[config.mk]
export PLATFORM = sky130hd
export DESIGN_NAME = svc_rv_io_uart_tx
export DESIGN_NICKNAME = d
export VERILOG_FILES = /design/src/rtl/svc_rv_io_uart_pkg.sv /design/src/rtl/svc_uart_tx_fifo.sv /design/src/rtl/svc_rv_io_uart_tx.sv
export SDC_FILE = /design/constraint.sdc
export NUM_CORES = 1
export LEC_CHECK = 0
export CAP_MARGIN = 5
export CORE_UTILIZATION = 40
export CTS_CLUSTER_DIAMETER = 40
export DETAILED_ROUTE_END_ITERATION = 8
export PLACE_DENSITY = 0.63
export SKIP_CTS_REPAIR_TIMING = 1
export SLEW_MARGIN = 20
export SYNTH_ARGS = -nofsm -noshare
export SYNTH_HDL_FRONTEND = slang
export SYNTH_SLANG_ARGS = --single-unit
[constraint.sdc]
create_clock -name clk -period 4.1 [get_ports clk]
set_input_delay 0.41 -clock clk [delete_from_list [all_inputs] [get_ports clk]]
set_output_delay 0.41 -clock clk [all_outputs]
set_load 0.02 [all_outputs]
[src/rtl/svc_rv_io_uart_pkg.sv]
// Shared constants and types for the io-bus UART transmitter.
package svc_rv_io_uart_pkg;

  // Register offsets, as decoded from addr[3:2]
  localparam logic [1:0] REG_TXDATA = 2'd0;
  localparam logic [1:0] REG_STATUS = 2'd1;
  localparam logic [1:0] REG_DIV    = 2'd2;

  // STATUS register bit positions
  localparam int unsigned STAT_BUSY    = 0;
  localparam int unsigned STAT_FULL    = 1;
  localparam int unsigned STAT_EMPTY   = 2;
  localparam int unsigned STAT_OVF     = 3;
  localparam int unsigned STAT_CNT_LSB = 8;

  typedef enum logic [1:0] {IDLE, START, DATA, STOP} uart_tx_state_t;

endpackage

[src/rtl/svc_uart_tx_fifo.sv]
// Byte-wide synchronous FIFO feeding the UART serializer.
module svc_uart_tx_fifo #(
  parameter int unsigned DEPTH = 16
) (
  input  logic                     clk_i,
  input  logic                     rst_i,
  input  logic                     push_i,
  input  logic [7:0]               wdata_i,
  input  logic                     pop_i,
  output logic [7:0]               rdata_o,
  output logic                     full_o,
  output logic                     empty_o,
  output logic [$clog2(DEPTH):0]   count_o
);

  localparam int unsigned AW = $clog2(DEPTH);

  logic [7:0]    mem_q [DEPTH];
  logic [AW-1:0] wptr_q, wptr_d;
  logic [AW-1:0] rptr_q, rptr_d;
  logic [AW:0]   cnt_q, cnt_d;
  logic          do_push, do_pop;

  assign full_o  = (cnt_q == (AW+1)'(DEPTH));
  assign empty_o = (cnt_q == '0);
  assign count_o = cnt_q;
  assign rdata_o = mem_q[rptr_q];

  // Pushes while full and pops while empty are dropped here
  assign do_push = push_i & ~full_o;
  assign do_pop  = pop_i & ~empty_o;

  // Pointer and occupancy next-state; pointers wrap naturally (DEPTH is a power of 2)
  always_comb begin
    wptr_d = wptr_q;
    rptr_d = rptr_q;
    cnt_d  = cnt_q;
    if (do_push) wptr_d = wptr_q + AW'(1);
    if (do_pop)  rptr_d = rptr_q + AW'(1);
    case ({do_push, do_pop})
      2'b10:   cnt_d = cnt_q + (AW+1)'(1);
      2'b01:   cnt_d = cnt_q - (AW+1)'(1);
      default: cnt_d = cnt_q;
    endcase
  end

  // Pointer and occupancy state
  always_ff @(posedge clk_i) begin
    if (rst_i) begin
      wptr_q <= '0;
      rptr_q <= '0;
      cnt_q  <= '0;
    end else begin
      wptr_q <= wptr_d;
      rptr_q <= rptr_d;
      cnt_q  <= cnt_d;
    end
  end

  // Storage array; contents need no reset since occupancy gates every read
  always_ff @(posedge clk_i) begin
    if (do_push) mem_q[wptr_q] <= wdata_i;
  end

endmodule

[src/rtl/svc_rv_io_uart_tx.sv]
// Memory-mapped 8N1 UART transmitter on the io_* bus: register decode plus serializer.
module svc_rv_io_uart_tx
  import svc_rv_io_uart_pkg::*;
#(
  parameter int unsigned FIFO_DEPTH  = 16,
  parameter int unsigned DIV_W       = 16,
  parameter int unsigned DEFAULT_DIV = 867
) (
  input  logic        clk,
  input  logic        rst,
  input  logic [31:0] io_raddr,
  output logic [31:0] io_rdata,
  input  logic        io_wen,
  input  logic [31:0] io_waddr,
  input  logic [31:0] io_wdata,
  input  logic [3:0]  io_wstrb,
  output logic        txd,
  output logic        tx_busy
);

  localparam int unsigned CW = $clog2(FIFO_DEPTH) + 1;

  logic [1:0]       wr_sel;
  logic             push_req, fifo_pop, fifo_full, fifo_empty;
  logic [7:0]       fifo_rdata;
  logic [CW-1:0]    fifo_count;
  logic [31:0]      wmask;
  logic             ovf_q, ovf_d;
  logic [DIV_W-1:0] div_q, div_d;
  uart_tx_state_t   state_q, state_d;
  logic [DIV_W-1:0] cnt_q, cnt_d;
  logic [2:0]       bit_q, bit_d;
  logic [7:0]       shift_q, shift_d;
  logic             txd_q, txd_d;
  logic             unused_bits;

  assign wr_sel   = io_waddr[3:2];
  assign push_req = io_wen && (wr_sel == REG_TXDATA) && io_wstrb[0];
  assign wmask    = {{8{io_wstrb[3]}}, {8{io_wstrb[2]}}, {8{io_wstrb[1]}}, {8{io_wstrb[0]}}};
  assign unused_bits = ^{io_raddr[31:4], io_raddr[1:0], io_waddr[31:4], io_waddr[1:0],
                         io_wdata, wmask};

  svc_uart_tx_fifo #(
    .DEPTH (FIFO_DEPTH)
  ) u_fifo (
    .clk_i   (clk),
    .rst_i   (rst),
    .push_i  (push_req),
    .wdata_i (io_wdata[7:0]),
    .pop_i   (fifo_pop),
    .rdata_o (fifo_rdata),
    .full_o  (fifo_full),
    .empty_o (fifo_empty),
    .count_o (fifo_count)
  );

  // Control register writes; an overflowing push beats a same-cycle clear
  always_comb begin
    ovf_d = ovf_q;
    div_d = div_q;
    if (io_wen && (wr_sel == REG_STATUS) && io_wstrb[0] && io_wdata[3]) ovf_d = 1'b0;
    if (push_req && fifo_full) ovf_d = 1'b1;
    if (io_wen && (wr_sel == REG_DIV)) begin
      div_d = (div_q & ~wmask[DIV_W-1:0]) | (io_wdata[DIV_W-1:0] & wmask[DIV_W-1:0]);
    end
  end

  // Serializer next-state: each bit holds for div+1 cycles, divider sampled at every reload
  always_comb begin
    state_d  = state_q;
    cnt_d    = cnt_q;
    bit_d    = bit_q;
    shift_d  = shift_q;
    fifo_pop = 1'b0;
    unique case (state_q)
      IDLE: begin
        if (!fifo_empty) begin
          fifo_pop = 1'b1;
          shift_d  = fifo_rdata;
          cnt_d    = div_q;
          bit_d    = '0;
          state_d  = START;
        end
      end
      START: begin
        if (cnt_q == '0) begin
          cnt_d   = div_q;
          state_d = DATA;
        end else begin
          cnt_d = cnt_q - DIV_W'(1);
        end
      end
      DATA: begin
        if (cnt_q == '0) begin
          cnt_d   = div_q;
          shift_d = {1'b0, shift_q[7:1]};
          if (bit_q == 3'd7) state_d = STOP;
          else               bit_d   = bit_q + 3'd1;
        end else begin
          cnt_d = cnt_q - DIV_W'(1);
        end
      end
      STOP: begin
        if (cnt_q == '0) state_d = IDLE;
        else             cnt_d   = cnt_q - DIV_W'(1);
      end
      default: state_d = IDLE;
    endcase
  end

  // Line level follows the next state so txd comes straight from a flop
  always_comb begin
    txd_d = 1'b1;
    case (state_d)
      START:   txd_d = 1'b0;
      DATA:    txd_d = shift_d[0];
      default: txd_d = 1'b1;
    endcase
  end

  // All control and serializer state; reset aborts any frame in flight
  always_ff @(posedge clk) begin
    if (rst) begin
      ovf_q   <= 1'b0;
      div_q   <= DIV_W'(DEFAULT_DIV);
      state_q <= IDLE;
      cnt_q   <= '0;
      bit_q   <= '0;
      shift_q <= '0;
      txd_q   <= 1'b1;
    end else begin
      ovf_q   <= ovf_d;
      div_q   <= div_d;
      state_q <= state_d;
      cnt_q   <= cnt_d;
      bit_q   <= bit_d;
      shift_q <= shift_d;
      txd_q   <= txd_d;
    end
  end

  assign txd     = txd_q;
  assign tx_busy = (state_q != IDLE) || !fifo_empty;

  // Side-effect-free read mux from current state only
  always_comb begin
    io_rdata = '0;
    case (io_raddr[3:2])
      REG_STATUS: begin
        io_rdata[STAT_BUSY]             = tx_busy;
        io_rdata[STAT_FULL]             = fifo_full;
        io_rdata[STAT_EMPTY]            = fifo_empty;
        io_rdata[STAT_OVF]              = ovf_q;
        io_rdata[STAT_CNT_LSB +: 8]     = 8'(fifo_count);
      end
      REG_DIV: io_rdata[DIV_W-1:0] = div_q;
      default: io_rdata = '0;
    endcase
  end

endmodule

* Word level (Yosys, flattened, before mapping)
Memories as Yosys holds them, arrays and structs flattened. A register that Yosys moved wholly into a read port is not among the register bits. Cells that the tools add are included. Widths: inputs -> output; s select.
Cells by class: reductions and logical operators 21, bitwise logic cells 8, mux-type cells 30, $add $sub $neg 6, equality and inequality tests 17
Operator list (count):
- $mux 16 | 3
- $pmux 16 s3 | 1
- $and 16x16->16 | 2
- $pmux 8 s2 | 2
- $logic_not 16->1 | 1
- $mux 8 | 2
- $not 16->16 | 1
- $or 16x16->16 | 1
- $sub 16x1->16 const B | 1
- $eq 2x2->1 const B | 6
- $mux 4 | 3
- $eq 2x1->1 const B | 5
- $mux 2 | 5
- $pmux 5 s2 | 1
- $mux 3 | 3
- $add 4x1->4 const B | 2
- $ne 2x2->1 const B | 4
- $pmux 2 s4 | 1
- $pmux 4 s2 | 1
- $reduce_bool 2->1 | 4
- $logic_and 1x1->1 | 7
- $mux 1 | 6
- $pmux 3 s2 | 1
- $add 5x1->5 const B | 1
- 15 further kinds | 18
Storage, ports and cells: output and inout port bits 34, memories kept 1, flip-flop bits (word level) 60, RAM bits 128
Memory list:
- u_fifo.mem_q | words 16, bits a word 8, rd ports 1, clocked after Yosys merged registers in 1, wr ports 1, line svc_uart_tx_fifo.sv:18 | logic [7:0] mem_q [DEPTH];

* Longest topological paths before layout
Gate-level depths: netlist of the first run.
word-level depth 6, mapped depth 14, gate-level depth less buffers 13

* By module
A second synthesis of the first run with hierarchy kept.
Second synthesis, totals: cell total of the unflattened synthesis 695, area total of the unflattened synthesis 8821.0 um^2
By module, submodules not included:
- svc_uart_tx_fifo | sequential area each 4184.0 um^2, times used 1, area an instance 5836.8 um^2, cells an instance 324
- svc_rv_io_uart_tx | sequential area each 940.9 um^2, times used 1, area an instance 2984.1 um^2, cells an instance 371

* Worst setup path after synthesis of the first run
OpenSTA, ideal clock, no wires.
path kind reg-to-reg, start point register u_fifo.cnt_q[0] (netlist: u_fifo.count_o[0]), end point register u_fifo.cnt_q[4] (netlist: u_fifo.count_o[4]), slack 1314 ps, path buffers 0, cell stages (with the launch flop) 14, arrival time 2658 ps, path through dfxtp_1 or4_4 nor2_1 nor4_2 inv_1 ha_1 inv_1 fa_1 nor2b_1 o21ai_0 and3_1 nor3_1 xnor2_1 nor2_1
On the way: word-level cells in the longest chain between the ends 6, elaborated cells on any way between the ends 14, classes of those cells add/sub: 2; eq/ne: 3; mux: 3; bitwise: 4; reduce/logical: 2
RTL lines:
- start, declared | line svc_uart_tx_fifo.sv:21 | logic [AW:0] cnt_q, cnt_d;
- start signal, assigned | line svc_uart_tx_fifo.sv:56 | cnt_q <= cnt_d;
- $logic_not 5->1 | line svc_uart_tx_fifo.sv:25 | assign empty_o = (cnt_q == '0);
- $mux 1 | line svc_rv_io_uart_tx.sv:77 | if (!fifo_empty) begin
- $mux 1 | line svc_rv_io_uart_tx.sv:75 | unique case (state_q)
- $and 1x1->1 | line svc_uart_tx_fifo.sv:31 | assign do_pop = pop_i & ~empty_o;
- $eq 2x1->1 or $eq 2x2->1 (tied branches) | line svc_uart_tx_fifo.sv:40 | case ({do_push, do_pop})
- $pmux 5 s2 or $reduce_bool 2->1 (tied branches)
Several ways; a longest one is shown, not always the timed one. A chain may end at the register's enable or synchronous reset.

* Worst setup path in the final report of the first run
start point register u_fifo.cnt_q[0] (netlist: u_fifo.count_o[0]), end point output port io_rdata[0]
On the way: word-level cells in the longest chain between the ends 4
RTL lines:
- $logic_not 5->1 | line svc_uart_tx_fifo.sv:25
- $logic_not 1->1 | line svc_rv_io_uart_tx.sv:143 | assign tx_busy = (state_q != IDLE) || !fifo_empty;
- $logic_or 1x1->1 | line svc_rv_io_uart_tx.sv:143
- $pmux 4 s2 | line svc_rv_io_uart_tx.sv:148 | case (io_raddr[3:2])
- end, declared | line svc_rv_io_uart_tx.sv:12 | output logic [31:0] io_rdata,
No other way between the ends.

==> qor.csv, run 1 <==
metric,value,unit
status,"finished, final reports clean",
RSZ-0062 raised after global routing,false,
dominant cells by area after synthesis,"edfxtp_1 44%, dfxtp_1 15%, mux4_2 7.3%, nand2_1 3.1%, ha_1 2.9%",
IO Port Bufs,42,
number of synthesized flops with an enable pin,128,
max_cap viols,0,
Leak Pwr,0.00326,uW
antenna violations before repair,0,
Max Clock Skew,14.8,ps
drt wl/cell,19.0,um
total power,6220,uW
Worst setup SP type,flip-flop,
#FFs+latches synth,192,
Crit Path Max Fanout,7,
post-synthesis sequential area ratio,0.590,
Crit path required time,3690,ps
GP Congestion,0.862,
CTS H-tree depth,4,
largest net degree at the start of global routing,65,
Worst setup EP type,output port,
Die Area,22300,um^2
top-level I/O count,137,
relative slew slack,0.314,
clock latency on the worst-skew pair,430,ps
Slew @ Worst Pin,1030,ps
post-synth top area share,0.443,
Root Driver,clkbuf_16,
final non-filler cell total,1016,
Tot GR Track Use,0.180,
Yosys top cell by area,edfxtp_1,
Num CTS Buffers,17,
height of the chip,149,um
most frequent cell after synthesis,edfxtp_1,
setup TNS,0,ps
Core Area,21200,um^2
# placed instances,984,
CTS tree,done,
drt first pass iters,5,
Initial Utilization,0.410,
Post-route DRC,0,
Unique masters post-synth,67,
Synth Warn #,0,
Synth Cell Area,8680,um^2
setup slack at placement,881,ps
n_diodes,0,
first-pass GRT wire length,29.9,mm
final wirelength,19.3,mm
"Setup violations, final",0,
Die Wd,149,um
Sink Count,192,
Mapped Cells,695,
Detail Placement HPWL,13.0,mm
crit path DAT,2850,ps
Vias,5567,
"Period Utilization, post-route",0.796,
peak supply drop,0.389,mV
Synth Area per Inst,12.5,um^2
final hold vios,0,
most frequent cells after synthesis,"128 x edfxtp_1, 71 x nand2_1, 64 x dfxtp_1",
"Reg clk slew, reported paths",80,ps
CP Class,reg2out,
fmax,306,MHz
Starting DRT DRC Count,436,
clk buf depth,2,
Final ANT Viol Nets,0,
vias in the first global route,5471,
final worst slack,836,ps
area delta synth->final,13.3,%
Power Density,632,nW/um^2
average via count per standard cell,5.48,
GRT overflow,0,
fraction of layout cells with a size suffix above 1,0.135,
HP Class,in2reg,
fin crit period,3260,ps
fraction of registers with async set/reset,0,
ys flop type,edfxtp_1,
Std-Cell Rows,53,
# fillers,1867,
"Slew Viols, Final",0,
Layout Nets,852,
[final cells by class]
class / instances / area [um^2] / area share
repair buffers: 52 / 493 / 0.0501
clock buffers: 19 / 433 / 0.0440
well taps: 275 / 344 / 0.0350
multi-input cells: 437 / 3210 / 0.326
clock inverters: 13 / 130 / 0.0132
flip-flops and latches: 192 / 5130 / 0.521
inverters: 28 / 105 / 0.0107
[worst paths after layout]
| path | start | endpoint | slack [ps] | depth (start not counted) |
|---|---|---|---|---|
| max | u_fifo.count_o[0] | io_rdata[0] | 840 | 6 |
| min | rst | state_q[1] | 490 | 2 |
| min reg2reg | shift_q[4] | shift_q[3] | 490 | 2 |
| max reg2reg | u_fifo.count_o[0] | u_fifo.count_o[4] | 900 | 14 |
[per-layer routing]
layer	GRT usage	part of all wire	vias up
li1	-	-	2616
met1	0.242	0.44	2774
met2	0.295	0.50	155
met3	0.0287	0.043	22
met4	0.0643	0.016	0
met5	0	0	-
[where the power goes]
| group | leakage (uW) | internal, uW | switching, uW | total [uW] |
|---|---|---|---|---|
| Combinational | 0.00132 | 902 | 1350 | 2250 |
| Clock | 0.000272 | 808 | 771 | 1580 |
| Sequential | 0.00167 | 2210 | 187 | 2390 |
[layout by cell type, fill, tap and decap left out, drive strengths merged, types with 4 or more instances in the layout]
| master | netlist | layout |
|---|---|---|
| edfxtp | 128 | 128 |
| nand2 | 72 | 72 |
| dfxtp | 64 | 64 |
| nor2 | 60 | 60 |
| a21oi | 45 | 45 |
| clkdlybuf4s50 | 0 | 41 |
| inv | 28 | 34 |
| mux4 | 28 | 28 |
| nor3 | 21 | 21 |
| ha | 20 | 20 |
| clkbuf | 18 | 19 |
| conb | 1 | 16 |
| a22oi | 15 | 15 |
| o21ai | 13 | 13 |
| nand3 | 12 | 12 |
| and2 | 12 | 12 |
| buf | 35 | 11 |
| nor4 | 10 | 10 |
| mux2 | 9 | 9 |
| xor2 | 8 | 8 |
| o211ai | 7 | 7 |
| nand3b | 7 | 7 |
| nor2b | 6 | 6 |
| mux2i | 6 | 6 |
| o32ai | 6 | 6 |
| or3b | 6 | 6 |
| nand2b | 5 | 5 |
| or3 | 5 | 5 |
| clkinv | 0 | 5 |
| nand4 | 4 | 4 |
| a31oi | 4 | 4 |
[through the flow]
| step | area (um^2) | hold WS, ps | utilization |
|---|---|---|---|
| after detailed placement | 9270 | 480 | 0.438 |
| after global routing | 9840 | 510 | 0.465 |
| after floorplan | 8740 | 444 | - |
| after CTS | 9840 | 497 | 0.465 |
| final | 9840 | 492 | 0.465 |
| after global placement | 9270 | 466 | 0.438 |
[worst max-delay path, stage by stage, from the launching register on]
cell and delay, ps:
dfxtp_1 360, or4_4 610, nor3b_4 410, inv_1 200, a22oi_1 230, nor2_1 60
clkdlybuf4s50_1 540
[kinds of logic (layout without fill, tap and decap cells)]
logic type / Yosys count / count (layout) / synth area share
AOI/OAI and AO/OA: 114 / 114 / 0.0911
buffers and inverters: 81 / 112 / 0.0470
and+or+nand+nor: 232 / 232 / 0.138
DFF: 192 / 192 / 0.590
other: 1 / 16 / 0.000432
adders and majority gates: 21 / 21 / 0.0311
xor gates and xnor gates: 11 / 11 / 0.0111
muxes: 43 / 43 / 0.0912
Note: power is estimated with default switching activity, not from simulation.
==> run 2, diff against run 1 <==
clock period = 3.1 ns   (was 4.1 ns; I/O delays follow)
==> run 2 against run 1 <==
  * Global-route usage up 0.25 points
  * Die area unchanged
  * Power up 34%
  * Via count up 2.0%
  * First-iteration DRC count up 2.8%
  * Routed wire length up 1.1%
  * Cell area up 1.7%
  * Non-clock buffer count up 21
  * Clock power up 34%
  * Final cell count up 2.1%
  * Sequential share of layout area down 0.86 points
  * Core utilization up 0.78 points
  * Critical path type unchanged
  * Largest cell class unchanged
  * Largest power group unchanged
==> qor.csv, run 2 (synthesis results as in run 1) <==
metric,value,unit,change
status,"finished, final reports clean",,unchanged
Max Clock Skew,13.4,ps,was 14.8 ps
clock latency on the worst-skew pair,440,ps,was 430 ps
final hold vios,0,,unchanged
Initial Utilization,0.410,,unchanged
Seq pwr share,0.377,,was 0.385
Core Area,21200,um^2,unchanged
Starting DRT DRC Count,448,,was 436
Vias,5680,,was 5567
combinational share of power,0.370,,was 0.362
"most common cell after layout, fill and taps aside",edfxtp_1,,unchanged
Power Density,837,nW/um^2,was 632 nW/um^2
largest net degree at the start of global routing,43,,was 65
Worst setup SP type,flip-flop,,unchanged
antenna violations before repair,1,,was 0
Crit path required time,2790,ps,was 3690 ps
CTS H-tree depth,4,,unchanged
max_cap viols,0,,unchanged
"Setup violations, final",0,,unchanged
first-pass GRT wire length,30.4,mm,was 29.9 mm
relative slew slack,0.497,,was 0.314
Final ANT Viol Nets,0,,unchanged
Std-Cell Rows,53,,unchanged
IO Port Bufs,42,,unchanged
GRT overflow,0,,unchanged
fmax,343,MHz,
height of the chip,149,um,unchanged
RR Endpoint,u_fifo.count_o[4],,unchanged
"Reg clk slew, reported paths",70,ps,was 80 ps
Leak Pwr,0.00338,uW,was 0.00326 uW
drt wl/cell,18.8,um,was 19.0 um
Num CTS Buffers,17,,unchanged
clock share of power,0.253,,was 0.254
crit path DAT,2610,ps,was 2850 ps
fin crit period,2920,ps,
Post-route DRC,0,,unchanged
Sink Count,192,,unchanged
CTS tree,done,,unchanged
worst reg2reg path depth,13,,was 14
top-level I/O count,137,,unchanged
Tot GR Track Use,0.183,,was 0.180
setup TNS,0,ps,unchanged
area delta synth->final,15.2,%,was 13.3%
# fillers,1832,,was 1867
Switching Share,0.370,,was 0.371
CP Class,reg2out,,unchanged
Pint,5270,uW,was 3920 uW
R2R setup slack,210,ps,was 900 ps
fraction of layout cells with a size suffix above 1,0.157,,was 0.135
Slew @ Worst Pin,754,ps,was 1030 ps
Crit Path Max Fanout,3,,was 7
"Period Utilization, post-route",0.942,,
average via count per standard cell,5.48,,about the same
n_diodes,0,,unchanged
Die Area,22300,um^2,unchanged
min-delay src,io_wdata[12],,was rst
GP Congestion,0.891,,was 0.862
RSZ-0062 raised after global routing,false,,unchanged
Layout Nets,873,,was 852
r2r startpoint,u_fifo.count_o[0],,unchanged
Root Driver,clkbuf_16,,unchanged
drt first pass iters,5,,unchanged
"commonest non-fill, non-tap cells in the layout","128 x edfxtp_1, 71 x nand2_1, 63 x dfxtp_1, 59 x nor2_1, 42 x a21oi_1",,unchanged
vias in the first global route,5634,,was 5471
"Slew Viols, Final",0,,unchanged
final wirelength,19.5,mm,was 19.3 mm
hold path depth,3,,was 2
Detail Placement HPWL,13.2,mm,was 13.0 mm
total power,8370,uW,was 6220 uW
Die Wd,149,um,unchanged
sw power,3100,uW,was 2310 uW
clk buf depth,2,,unchanged
peak supply drop,0.440,mV,was 0.389 mV
Worst setup EP type,output port,,unchanged
HP Class,in2reg,,unchanged
## run 2: cell types whose count changed in the layout (fill, tap and decap cells not counted)
cell        before  now
buf_2            0    1
clkinv_2         1    0
inv_6            0    1
inv_8            6    5
buf_4           11   30
clkinvlp_4       2    1
buf_12           0    1
clkinv_4         3    4
clkbuf_1         2    3
## run 2: power groups by stage
stage          logic (uW)  clock network [uW]  registers [uW]
2_1_floorplan        2390                   0            3090
3_3_place_gp         2950                   0            3200
3_5_place_dp         3060                   0            3220
4_1_cts              3080                2140            3160
5_1_grt              3390                2250            3190
6_report             3090                2120            3160
## run 2: through the flow
step	area (um^2)	hold slack, ps	std cells	worst slack (ps)	util
floorplan	8740	409	710	314	-
global placement	9440	465	1005	286	0.446
detailed placement	9440	480	1005	215	0.446
CTS	10000	411	1037	136	0.473
global route	10000	428	1037	20.8	0.473
finish	10000	422	1037	180	0.473
## run 2: final cells by class
class,instances,area (um^2),share of cell area
Sequential cell,192,5130,0.512
Tap cell,275,344,0.0344
Multi-Input combinational cell,437,3210,0.321
Clock buffer,20,437,0.0437
Timing Repair Buffer,73,661,0.0660
Clock inverter,12,124,0.0124
Inverter,28,105,0.0105
## run 2: routing by layer
metal	vias to the layer above	routed length, um	share of wire	track usage
met1	2795	8560	0.44	0.236
li1	2655	-	-	-
met5	-	9	0.00046	0
met3	43	998	0.051	0.0398
met4	2	551	0.028	0.0745
met2	185	9360	0.48	0.298
## run 2: critical path, cell delays in order (launching register included)
cell	delay (ps)
dfxtp_1	310
or4_4	550
buf_4	170
nor3b_4	190
inv_1	140
a22oi_1	200
nor2_1	80
clkdlybuf4s50_1	540
## run 2: worst max-delay path by stage
stage                      start                 to  slack [ps]  cells after the start
2_1_floorplan  u_fifo.count_o[0]  u_fifo.count_o[4]         310                     13
3_3_place_gp   u_fifo.count_o[0]  u_fifo.count_o[4]         290                     13
3_5_place_dp   u_fifo.count_o[0]  u_fifo.count_o[4]         210                     13
4_1_cts        u_fifo.count_o[0]        io_rdata[0]         140                      7
5_1_grt        u_fifo.count_o[0]  u_fifo.count_o[4]          20                     12
6_report       u_fifo.count_o[0]        io_rdata[0]         180                      7
